$ cat src/rtl/shifter_pkg.sv
// Shared types and helpers for the multi-cycle shifter.
package shifter_pkg;

   typedef enum logic [1:0] {
      IDLE  = 2'd0,
      SHIFT = 2'd1,
      DONE  = 2'd2
   } state_e;

   localparam logic DIR_RIGHT = 1'b0;
   localparam logic DIR_LEFT  = 1'b1;

   // Width of a counter that must hold every value 0..2n inclusive.
   function automatic int rem_width(input int n);
      return $clog2(2 * n + 1);
   endfunction

endpackage

$ cat src/rtl/shift_step.sv
// One combinational shift step of up to STEP bits, zero-filled.
// With SHIFTER_STICKY_EN it also reports the OR of the bits pushed out.
module shift_step
   import shifter_pkg::*;
#(
   parameter int W  = 16,
   parameter int KW = 5
) (
   input  logic [W-1:0]  val,
   input  logic [KW-1:0] k,
   input  logic          dir,
`ifdef SHIFTER_STICKY_EN
   output logic          lost,
`endif
   output logic [W-1:0]  res
);

   logic [W-1:0] ones;
   assign ones = '1;

   always_comb begin
      // NOTE: every output gets a default first so no path through the block can infer a latch.
      res = val >> k;
`ifdef SHIFTER_STICKY_EN
      // Bits leaving the low end on a right shift, the high end on a left shift.
      lost = |(val & ~(ones << k));
`endif
      if (dir == DIR_LEFT) begin
         res = val << k;
`ifdef SHIFTER_STICKY_EN
         lost = |(val & ~(ones >> k));
`endif
      end
   end

endmodule

$ cat src/rtl/shift_unit_seq.sv
// Multi-cycle logical shifter of a 2N-bit operand, STEP bits per cycle, start/done handshake.
// Optional sticky output (OR of all shifted-out bits) is built when SHIFTER_STICKY_EN is defined.
module shift_unit_seq
   import shifter_pkg::*;
#(
   parameter int N    = 8,
   parameter int STEP = 1
) (
   input  logic           clk,
   input  logic           rst_n,
   input  logic           start,
   input  logic           dir,
   input  logic [N-1:0]   amt,
   input  logic [2*N-1:0] din,
   output logic           busy,
   output logic           done,
`ifdef SHIFTER_STICKY_EN
   output logic           sticky,
`endif
   output logic [2*N-1:0] dout
);

   localparam int W  = 2 * N;
   localparam int CW = rem_width(N);

   state_e         state, state_nxt;
   logic [W-1:0]   work;
   logic           work_dir;
   logic [CW-1:0]  rem;
   logic [CW-1:0]  rem_init;
   logic [CW-1:0]  k;
   logic           last_step;
   logic [W-1:0]   step_res;
`ifdef SHIFTER_STICKY_EN
   logic           step_lost;
`endif

   // Amounts of 2N or more saturate: the operand is shifted out completely.
   assign rem_init  = ({1'b0, amt} >= (N + 1)'(W)) ? CW'(W) : CW'(amt);
   assign k         = (rem < CW'(STEP)) ? rem : CW'(STEP);
   assign last_step = (rem == k);

   shift_step #(.W(W), .KW(CW)) u_step (
      .val (work),
      .k   (k),
      .dir (work_dir),
`ifdef SHIFTER_STICKY_EN
      .lost(step_lost),
`endif
      .res (step_res)
   );

   always_ff @(posedge clk or negedge rst_n) begin
      // NOTE: sequential state uses non-blocking assignments so all registers update from pre-edge values.
      if (!rst_n) state <= IDLE;
      else        state <= state_nxt;
   end

   always_comb begin
      state_nxt = state;
      unique case (state)
         IDLE:    if (start) state_nxt = (rem_init == '0) ? DONE : SHIFT;
         SHIFT:   if (last_step) state_nxt = DONE;
         DONE:    state_nxt = IDLE;
         default: state_nxt = IDLE;
      endcase
   end

   assign busy = (state != IDLE);
   assign done = (state == DONE);

   // dout is loaded on the edge into DONE so it is already valid while done is high.
   always_ff @(posedge clk or negedge rst_n) begin
      if (!rst_n) begin
         work     <= '0;
         work_dir <= DIR_RIGHT;
         rem      <= '0;
         dout     <= '0;
`ifdef SHIFTER_STICKY_EN
         sticky   <= 1'b0;
`endif
      end else begin
         unique case (state)
            IDLE: if (start) begin
               work     <= din;
               work_dir <= dir;
               rem      <= rem_init;
`ifdef SHIFTER_STICKY_EN
               sticky   <= 1'b0;
`endif
               if (rem_init == '0) dout <= din;
            end
            SHIFT: begin
               work <= step_res;
               rem  <= rem - k;
`ifdef SHIFTER_STICKY_EN
               sticky <= sticky | step_lost;
`endif
               if (last_step) dout <= step_res;
            end
            default: ;
         endcase
      end
   end

endmodule

$ cat config.mk
export PLATFORM = sky130hd
export DESIGN_NAME = shift_unit_seq
export DESIGN_NICKNAME = d
export VERILOG_FILES = /design/src/rtl/shifter_pkg.sv /design/src/rtl/shift_step.sv /design/src/rtl/shift_unit_seq.sv
export SDC_FILE = /design/constraint.sdc
export NUM_CORES = 1
export LEC_CHECK = 0
export ABC_AREA = 1
export BUFFER_PORTS_ARGS = -buffer_cell sky130_fd_sc_hd__buf_2
export CORE_UTILIZATION = 50
export DETAILED_ROUTE_END_ITERATION = 10
export PLACE_DENSITY = 0.73
export SLEW_MARGIN = 20
export SYNTH_ARGS = -nofsm -noshare
export SYNTH_HDL_FRONTEND = slang
export SYNTH_SLANG_ARGS = --single-unit
$ cat constraint.sdc
create_clock -name clk -period 5.07 [get_ports clk]
set_input_delay 0 -clock clk [delete_from_list [all_inputs] [get_ports clk]]
set_output_delay 0 -clock clk [all_outputs]
set_load 0.05 [all_outputs]
-- Yosys cells after proc, flatten, opt, wreduce, memory -nomap -nowiden
Cells that the tools add are included.
- register bits after elaboration: 40
- output and inout port bits: 18
- magnitude comparators: 2
- mux-type cells: 15
- shift operators: 2
- reduce and logical (&&, ||, !) cells: 8
- add/subtract/negate cells: 1
- equality and inequality tests: 6
- operators by type and width (operator ; count):
    $mux 16 ; 5
    $pmux 16 s2 ; 2
    $shl 16x5->16 ; 1
    $shr 16x5->16 ; 1
    $mux 5 ; 3
    $pmux 5 s2 ; 1
    $ge 8x5->1 const B ; 1
    $mux 2 ; 3
    $ne 2x2->1 const B ; 3
    $reduce_and 2->1 ; 3
    $eq 5x5->1 ; 1
    $logic_not 5->1 ; 1
    $lt 5x1->1 const B ; 1
    $sub 5x5->5 ; 1
    $pmux 2 s2 ; 1
    $reduce_and 4->1 ; 1
    $reduce_bool 2->1 ; 2
    $eq 2x1->1 const B ; 1
    $eq 2x2->1 const B ; 1
    $logic_not 2->1 ; 1

-- Longest topological paths before layout
Gate-level depths: netlist (run 1).
- depth after elaboration: 6
- gate-level depth with buffers: 12

-- Modules after synthesis
From an unflattened synthesis (run 1), not the netlist that was laid out.
- cells, all modules: 517
- area, all modules: 3417.0 µm²
- modules (own cells, without submodules) (module ; cells each ; area each (µm²) ; times used):
    shift_unit_seq ; 243 ; 2067.0 ; 1
    shift_step ; 274 ; 1350.0 ; 1

-- Least setup slack after synthesis (run 1)
No wires, ideal clock.
- path kind: flip-flop to flip-flop
- start: reg rem[3]
- end: reg dout[15]
- path slack: 3.398 ns
- clock period less this slack: 1.672 ns
- arrival: 1.554 ns
- cell stages (with the launch flop): 13
- path buffers: 1
- data required time: 4.952 ns
- path through: dfrtp_1 nor2_4 a21oi_1 inv_1 ha_1 nand3_1 nand2_2 nand2_4 nor2_8 inv_6 buf_12 nand2_1 nand2_1
- longest elaborated chain between the ends: 6
- RTL lines (element ; line ; text):
    start: declaration ; shift_unit_seq.sv:29 ; logic [CW-1:0] rem;
    start signal: assignment ; shift_unit_seq.sv:87 ; rem <= rem_init;
    start signal: assignment ; shift_unit_seq.sv:95 ; rem <= rem - k;
    $lt 5x1->1 ; shift_unit_seq.sv:40 ; assign k = (rem < CW'(STEP)) ? rem : CW'(STEP);
    $mux 5 ; shift_unit_seq.sv:40 ;
    $shr 16x5->16 or $shl 16x5->16 (tied branches) ; shift_step.sv:23, shift_step.sv:29 ;
    $mux 16 ; shift_step.sv:28 ; if (dir == DIR_LEFT) begin
    $mux 16 ; shift_unit_seq.sv:99 ; if (last_step) dout <= step_res;
    $pmux 16 s2 ; shift_unit_seq.sv:83 ; unique case (state)
    end signal: assignment ; shift_unit_seq.sv:91 ; if (rem_init == '0) dout <= din;
    end signal: assignment ; shift_unit_seq.sv:99 ;
    end: declaration ; shift_unit_seq.sv:20 ; output logic [2*N-1:0] dout
Several ways; a longest one is shown, not always the timed one. The select of a mux whose other input is x is not followed.
A chain may end at the register's enable or synchronous reset.

-- Worst setup path after layout (run 1)
- start: reg rem[3]
- end: reg dout[1]
Same word-level chain as after synthesis.

==> results of run 1 <==
[layer usage]
metal	GRT usage (%)	part of all wire (%)	up-vias
met5	0	0	-
met4	7.710	1.3	0
met3	4.473	5.5	6
met2	39.05	48	58
met1	29.32	45	990
li1	-	-	1094
[how the worst min path moves through the flow]
stage	end	slack, ps
5_1_grt	work[10]$_DFFE_PN0P_	40
2_1_floorplan	dout[0]$_DFFE_PN0P_	-300
3_5_place_dp	rem[2]$_DFFE_PN0P_	190
6_report	dout[7]$_DFFE_PN0P_	20
4_1_cts	work[5]$_DFFE_PN0P_	20
3_3_place_gp	rem[2]$_DFFE_PN0P_	180
[cells in the mapped netlist, drive strengths merged]
| cell type | instances |
|---|---|
| nor2 | 27 |
| inv | 25 |
| a31o | 1 |
| o21ai | 19 |
| o211ai | 3 |
| or2 | 12 |
| xor2 | 1 |
| o22ai | 1 |
| a21oi | 23 |
| dfrtp | 40 |
| nand2 | 106 |
| nand3 | 41 |
| clkbuf | 4 |
| nor3 | 1 |
| buf | 10 |
| ha | 2 |
| clkinv | 1 |
[final cells by class]
| class | instances | area, sq um |
|---|---|---|
| fill | 457 | 1798 |
| multi-input combinational | 237 | 1140 |
| sequential | 40 | 1001 |
| timing repair buffer | 47 | 245.2 |
| inverter | 26 | 102.6 |
| clock buffer | 6 | 82.58 |
| tap | 52 | 65.06 |
| clock inverter | 2 | 10.01 |
[flip-flops by register name, summed over array words and instances (netlist names)]
register	count
state	2
dout	16
rem	5
work	16
work_dir	1
[kinds of logic (layout without fill, tap and decap cells)]
logic type,count (synthesis),in the layout
simple gates,187,187
flops,40,40
compound gates,47,47
fa+ha+maj,2,2
buf+inv,40,81
xor+xnor,1,1
[per-stage QoR]
stage / area (sq um) / setup slack (ps) / cells
2_1_floorplan: 2347 / 3398 / 317
3_5_place_dp: 2534 / 3120 / 400
4_1_cts: 2646 / 3104 / 410
3_3_place_gp: 2534 / 3168 / 400
5_1_grt: 2646 / 2923 / 410
6_report: 2646 / 3116 / 410
[where the power goes]
group          internal, W  leakage, nW  switching [W]
Sequential        0.000485        0.488       0.000138
Clock             0.000109       0.0510       0.000114
Combinational     0.000377        0.880       0.000874
[timing repair]
item,CTS,global route
setup endpoints to repair,0,0
hold buffers,2,0
setup buffers,0,0
hold endpoints to repair,41,0
[worst reg2reg max path, stage by stage (launching register included)]
cell and delay [ps]:
dfrtp_1 450, nor2_4 170, a21oi_1 120, inv_1 100
ha_1 140, nand3_1 100, nand2_2 100, nand2_4 70
nor2_8 290, inv_6 140, nand2_1 100, nand2_1 60
==> results.yml, run 1 <==
timing:
  tightestPinTransition_ps: 913.2
  period_share_pct: 38.55
  min_period_ps: 1954
  fin_hold_ws_ps: 21.55
  relSlewSlack_pct: 39.12
  final.setup_skew_ps: 6.096
  setup_viol_count_final: 0
  maxClockFrequency_mhz: 511.7
  drv_slew: 0
  grt_setup_unrepaired: "no"
  finalHoldViolations: 0
  setup_tns_ps: 0
clock_tree:
  postCtsResizedCells: 0
  clk_latency_ps: 300
  cts_max_level: 2
  clock-root-buffer: "clkbuf_8"
  clk_pin_slew_ps: 80
  clk_path_buf_depth: 2
  cts.sinks: 40
  cts_buffers: 5
  tritoncts: "yes"
synthesis:
  synth.area.mux_share_pct: 0
  synth-compound-area-share_pct: 10.55
  synth.cell_area_sq_mm: 0.002347
  synth_cell_types: 29
  ys_ff_latch: 40
  synthAdderAreaFrac_pct: 1.066
  synth.top_cells.by_area: "dfrtp_1 (43%), nand2_1 (16%), nand3_1 (8.5%)"
  synth_top_family_by_area: "simple AND/OR/NAND/NOR gates"
  synth_xor_area_share_pct: 0.3731
  synthesis.nets: 347
  netlist_instances: 317
  yosysSeqAreaShare_pct: 42.64
  avgSynthCellArea_sq_um: 7.405
  yosys_warnings: 0
  synth_top_area_share_pct: 42.64
  synthSimpleGateAreaFrac_pct: 36.57
  yosys.area.top_type: "dfrtp_1"
status:
  outcome: "finished, violations left"
  violations: "DRC"
detailed_routing:
  routed_wl_mm: 5.064
  antenna_left: 0
  wl_per_cell_microns: 12.35
  drc: 6
  avgViaCountPerCell: 5.239
  vias: 2148
  drt_iter0_drc: 194
  drt-pass1-iter-count: 7
floorplan:
  io_pins: 46
  chipWidth_microns: 70.52
  die_h_microns: 70.52
  rows: 24
  fp.coreArea_sq_mm: 0.004444
  start_util_pct: 52.82
  die_area_sq_mm: 0.004972
final_layout:
  drive_gt1_share_pct: 22.35
  area_delta_synth_final_pct: 12.74
  final_core_util_pct: 59.54
  nets: 387
  mostFrequentLayoutCells: "nand2_1 (97), buf_2 (45), nand3_1 (40), dfrtp_1 (40), nor2_1 (24)"
  diodes: 0
  layout.cells.most_common: "nand2_1"
global_route:
  grtUsageTotal_pct: 22.93
  grt_max_degree: 41
  overflow: 0
  antenna_found_initial: 0
  grt_pass1_vias: 2019
  grt_pass1_wl_mm: 8.942
power_and_ir_drop:
  leakagePower_nw: 1.419
  pwr_density_cell_mw_per_mm2: 792.1
  power_w: 0.002096
  ir_worst_vdd_uv: 364.8
critical_path:
  worst_path_max_delay_cell: "dfrtp_1"
  criticalPathCategory: "reg -> reg"
  path_cells: "nor2_4 > a21oi_1 > inv_1 > ha_1 > nand3_1 > nand2_2 > nand2_4 > nor2_8 > inv_6 > nand2_1 > nand2_1"
  worstReg2RegEnd: "dout[1]$_DFFE_PN0P_"
  crit_required_ps: 5260
  critPathLaunch: "rem[3]$_DFFE_PN0P_"
  cpMostUsedCell: "nand2_1"
  path_depth: 11
  end_kind: "register"
  critPathLaunchType: "register"
  r2r_start: "rem[3]$_DFFE_PN0P_"
  worstPathArrival_ps: 2150
  crit_end: "dout[1]$_DFFE_PN0P_"
  crit_buf_inv: 2
  critical_path.max_fanout: 18
  rr_worst_depth: 11
  cp_slowest_stage_delay_ps: 450
  r2r_slack_ps: 3120
  crit_family: "simple AND/OR/NAND/NOR gates"
min_path:
  hold_start: "din[7]"
  min_path_cells: 5
  hold_path_class: "in -> reg"
place:
  dpl.hpwl_mm: 3.420
  portBuffers: 45
  routabilityCongestion: 0.8187
run:
  drv_cap: 0
(Power assumes the default switching activity.)
==> inputs of run 2 (changes only) <==
--- a/config.mk
+++ b/config.mk
@@ -5,11 +5,11 @@
 export SDC_FILE = /design/constraint.sdc
 export NUM_CORES = 1
 export LEC_CHECK = 0
-export ABC_AREA = 1
+export ABC_AREA = 0
 export BUFFER_PORTS_ARGS = -buffer_cell sky130_fd_sc_hd__buf_2
-export CORE_UTILIZATION = 50
+export CORE_UTILIZATION = 49
 export DETAILED_ROUTE_END_ITERATION = 10
-export PLACE_DENSITY = 0.73
+export PLACE_DENSITY = 0.75
 export SLEW_MARGIN = 20
 export SYNTH_ARGS = -nofsm -noshare
 export SYNTH_HDL_FRONTEND = slang
==> constraint.sdc (replaced) <==
create_clock -name clk -period 1.75 [get_ports clk]
set_input_delay 0 -clock clk [delete_from_list [all_inputs] [get_ports clk]]
set_output_delay 0 -clock clk [all_outputs]
set_load 0.05 [all_outputs]
==> results.yml, run 2 <==
critical_path:
  crit_buf_inv: 2
  crit_family: "compound AO/OA/AOI/OAI gates"
  cp_slowest_stage_delay_ps: 560
  worstPathArrival_ps: 2480
  end_kind: "register"
  worst_path_max_delay_cell: "or4_4"
  rr_worst_depth: 6
  critical_path.max_fanout: 17
  path_depth: 6
  critPathLaunchType: "register"
  path_cells: "or4_4 > buf_4 > buf_12 > o31ai_1 > a21oi_4 > o32a_1"
  criticalPathCategory: "reg -> reg"
  crit_required_ps: 1930
synthesis:
  synth_most_common_cell: "dfrtp_1"
  synth_top_area_share_pct: 44.35
  synth_edf_count: 0
  synthTopCellsByCount: "dfrtp_1 (40), nand2_1 (34), mux2i_1 (14), o32a_1 (14), o22a_1 (13)"
  yosys.area.top_type: "dfrtp_1"
  synthesis.nets: 250
  synth.top_cells.by_area: "dfrtp_1 (44%), mux2i_1 (6.2%), o32a_1 (6.2%)"
  ys.flop_type: "dfrtp_1"
  synth.cell_area_sq_mm: 0.002257
  avgSynthCellArea_sq_um: 10.26
  ys_async_sr_fraction_pct: 100.0
  yosys_warnings: 0
  synth_cell_types: 42
  yosysSeqAreaShare_pct: 44.35
  ys_ff_latch: 40
  netlist_instances: 220
global_route:
  grt_pass1_wl_mm: 10.26
  grt_pass1_vias: 2192
  overflow: 0
  antenna_found_initial: 0
  grt_max_degree: 34
  grtUsageTotal_pct: 26.42
min_path:
  min_path_cells: 3
  hold_path_class: "in -> reg"
detailed_routing:
  antenna_left: 0
  vias: 2095
  routed_wl_mm: 6.072
  drt-pass1-iter-count: 4
  drt_iter0_drc: 139
  drc: 0
  avgViaCountPerCell: 6.198
  wl_per_cell_microns: 17.96
floorplan:
  die_area_sq_mm: 0.004882
  die_h_microns: 69.87
  io_pins: 46
  fp.coreArea_sq_mm: 0.004384
  chipWidth_microns: 69.87
  start_util_pct: 51.48
  rows: 24
clock_tree:
  clock-root-buffer: "clkbuf_8"
  clk_path_buf_depth: 2
  clk_latency_ps: 290
  tritoncts: "yes"
  cts.sinks: 40
  clk_pin_slew_ps: 80
  cts_max_level: 2
  cts_buffers: 5
status:
  outcome: "finished, violations left"
  violations: "setup timing"
final_layout:
  final_core_util_pct: 71.58
  final_area_sq_mm: 0.003138
  layout.cells.most_common: "buf_2"
  fill_cells: 305
  mostFrequentLayoutCells: "buf_2 (45), dfrtp_1 (39), nand2_1 (34)"
  area_delta_synth_final_pct: 39.02
  nets: 315
  diodes: 0
  largestRegisters: "dout x16, work x16, rem x5"
  drive_gt1_share_pct: 43.71
place:
  pre_cts_ws_ps: -471.3
  post_dp_cell_area_sq_mm: 0.002810
  portBuffers: 45
  dpl.hpwl_mm: 4.000
  routabilityCongestion: 0.8056
run:
  drv_cap: 0
timing:
  relSlewSlack_pct: 61.85
  final.setup.worst_slack_ps: -546.0
  grt_setup_unrepaired: "yes"
  maxClockFrequency_mhz: 435.5
  finalHoldViolations: 0
  period_share_pct: 131.2
  setup_viol_count_final: 35
  min_period_ps: 2296
  tightestPinTransition_ps: 567.5
  final.setup_skew_ps: 4.361
  drv_slew: 0
[run 2: through the flow]
| stage | TNS (ps) | instances | hold slack (ps) |
|---|---|---|---|
| 2_1_floorplan | -15190 | 220 | -295.6 |
| 3_3_place_gp | -10970 | 324 | -10.60 |
| 3_5_place_dp | -11490 | 324 | -5.452 |
| 4_1_cts | -10560 | 337 | 23.60 |
| 5_1_grt | -13950 | 338 | 25.63 |
| 6_report | -11760 | 338 | 2.076 |
[run 2: layout make-up]
cell class,instances,area [sq um],share of cell area [%]
clock buffer,6,82.58,2.632
timing repair buffer,78,591.8,18.86
tap,52,65.06,2.073
multi-input combinational,155,1368,43.58
sequential,40,1002,31.94
clock inverter,2,10.01,0.3190
inverter,5,18.77,0.5981
[run 2: path summary, 6_finish.rpt]
kind	start	endpoint	slack, ps
worst max-delay path	rem[4]$_DFFE_PN0P_	dout[1]$_DFFE_PN0P_	-550
worst min register to register	dout[11]$_DFFE_PN0P_	dout[11]$_DFFE_PN0P_	500
worst max register to register	rem[4]$_DFFE_PN0P_	dout[1]$_DFFE_PN0P_	-550
worst min-delay path	amt[3]	rem[3]$_DFFE_PN0P_	2
min in group asynchronous	rst_n	dout[13]$_DFFE_PN0P_	200
max in group asynchronous	rst_n	rem[2]$_DFFE_PN0P_	1050
[run 2: kinds of logic (layout without fill, tap and decap cells)]
kind of cell | Yosys count | after routing | synth area share, %
buf+inv | 25 | 91 | 5.266
mux | 15 | 15 | 6.707
simple gates | 54 | 54 | 11.86
flops | 40 | 40 | 44.35
fa+ha+maj | 2 | 2 | 1.108
compound gates | 84 | 84 | 30.71
[run 2: worst min-delay path: stages]
cell,delay (ps)
buf_2,90
a32oi_1,90
o31ai_1,80
[run 2: repair_timing]
item,in CTS,in global routing
pin swaps,8,14
endpoints found under the setup margin,35,35
hold endpoints to repair,21,0
resized for setup,27,10
hold buffers,2,0
buffers inserted,3,2
[run 2: metal layers]
metal / global-route usage, % / vias to the layer above / part of all wire [%]
met1: 33.94 / 1038 / 42
met3: 5.339 / 15 / 6.0
met4: 10.22 / 0 / 2.2
li1: - / 962 / -
met2: 43.91 / 80 / 50
met5: 0 / - / 0
Power of run 2 is left out: the tool's default activity adds up to more than one toggle a clock period on the data nets, which glitch-free logic cannot reach.
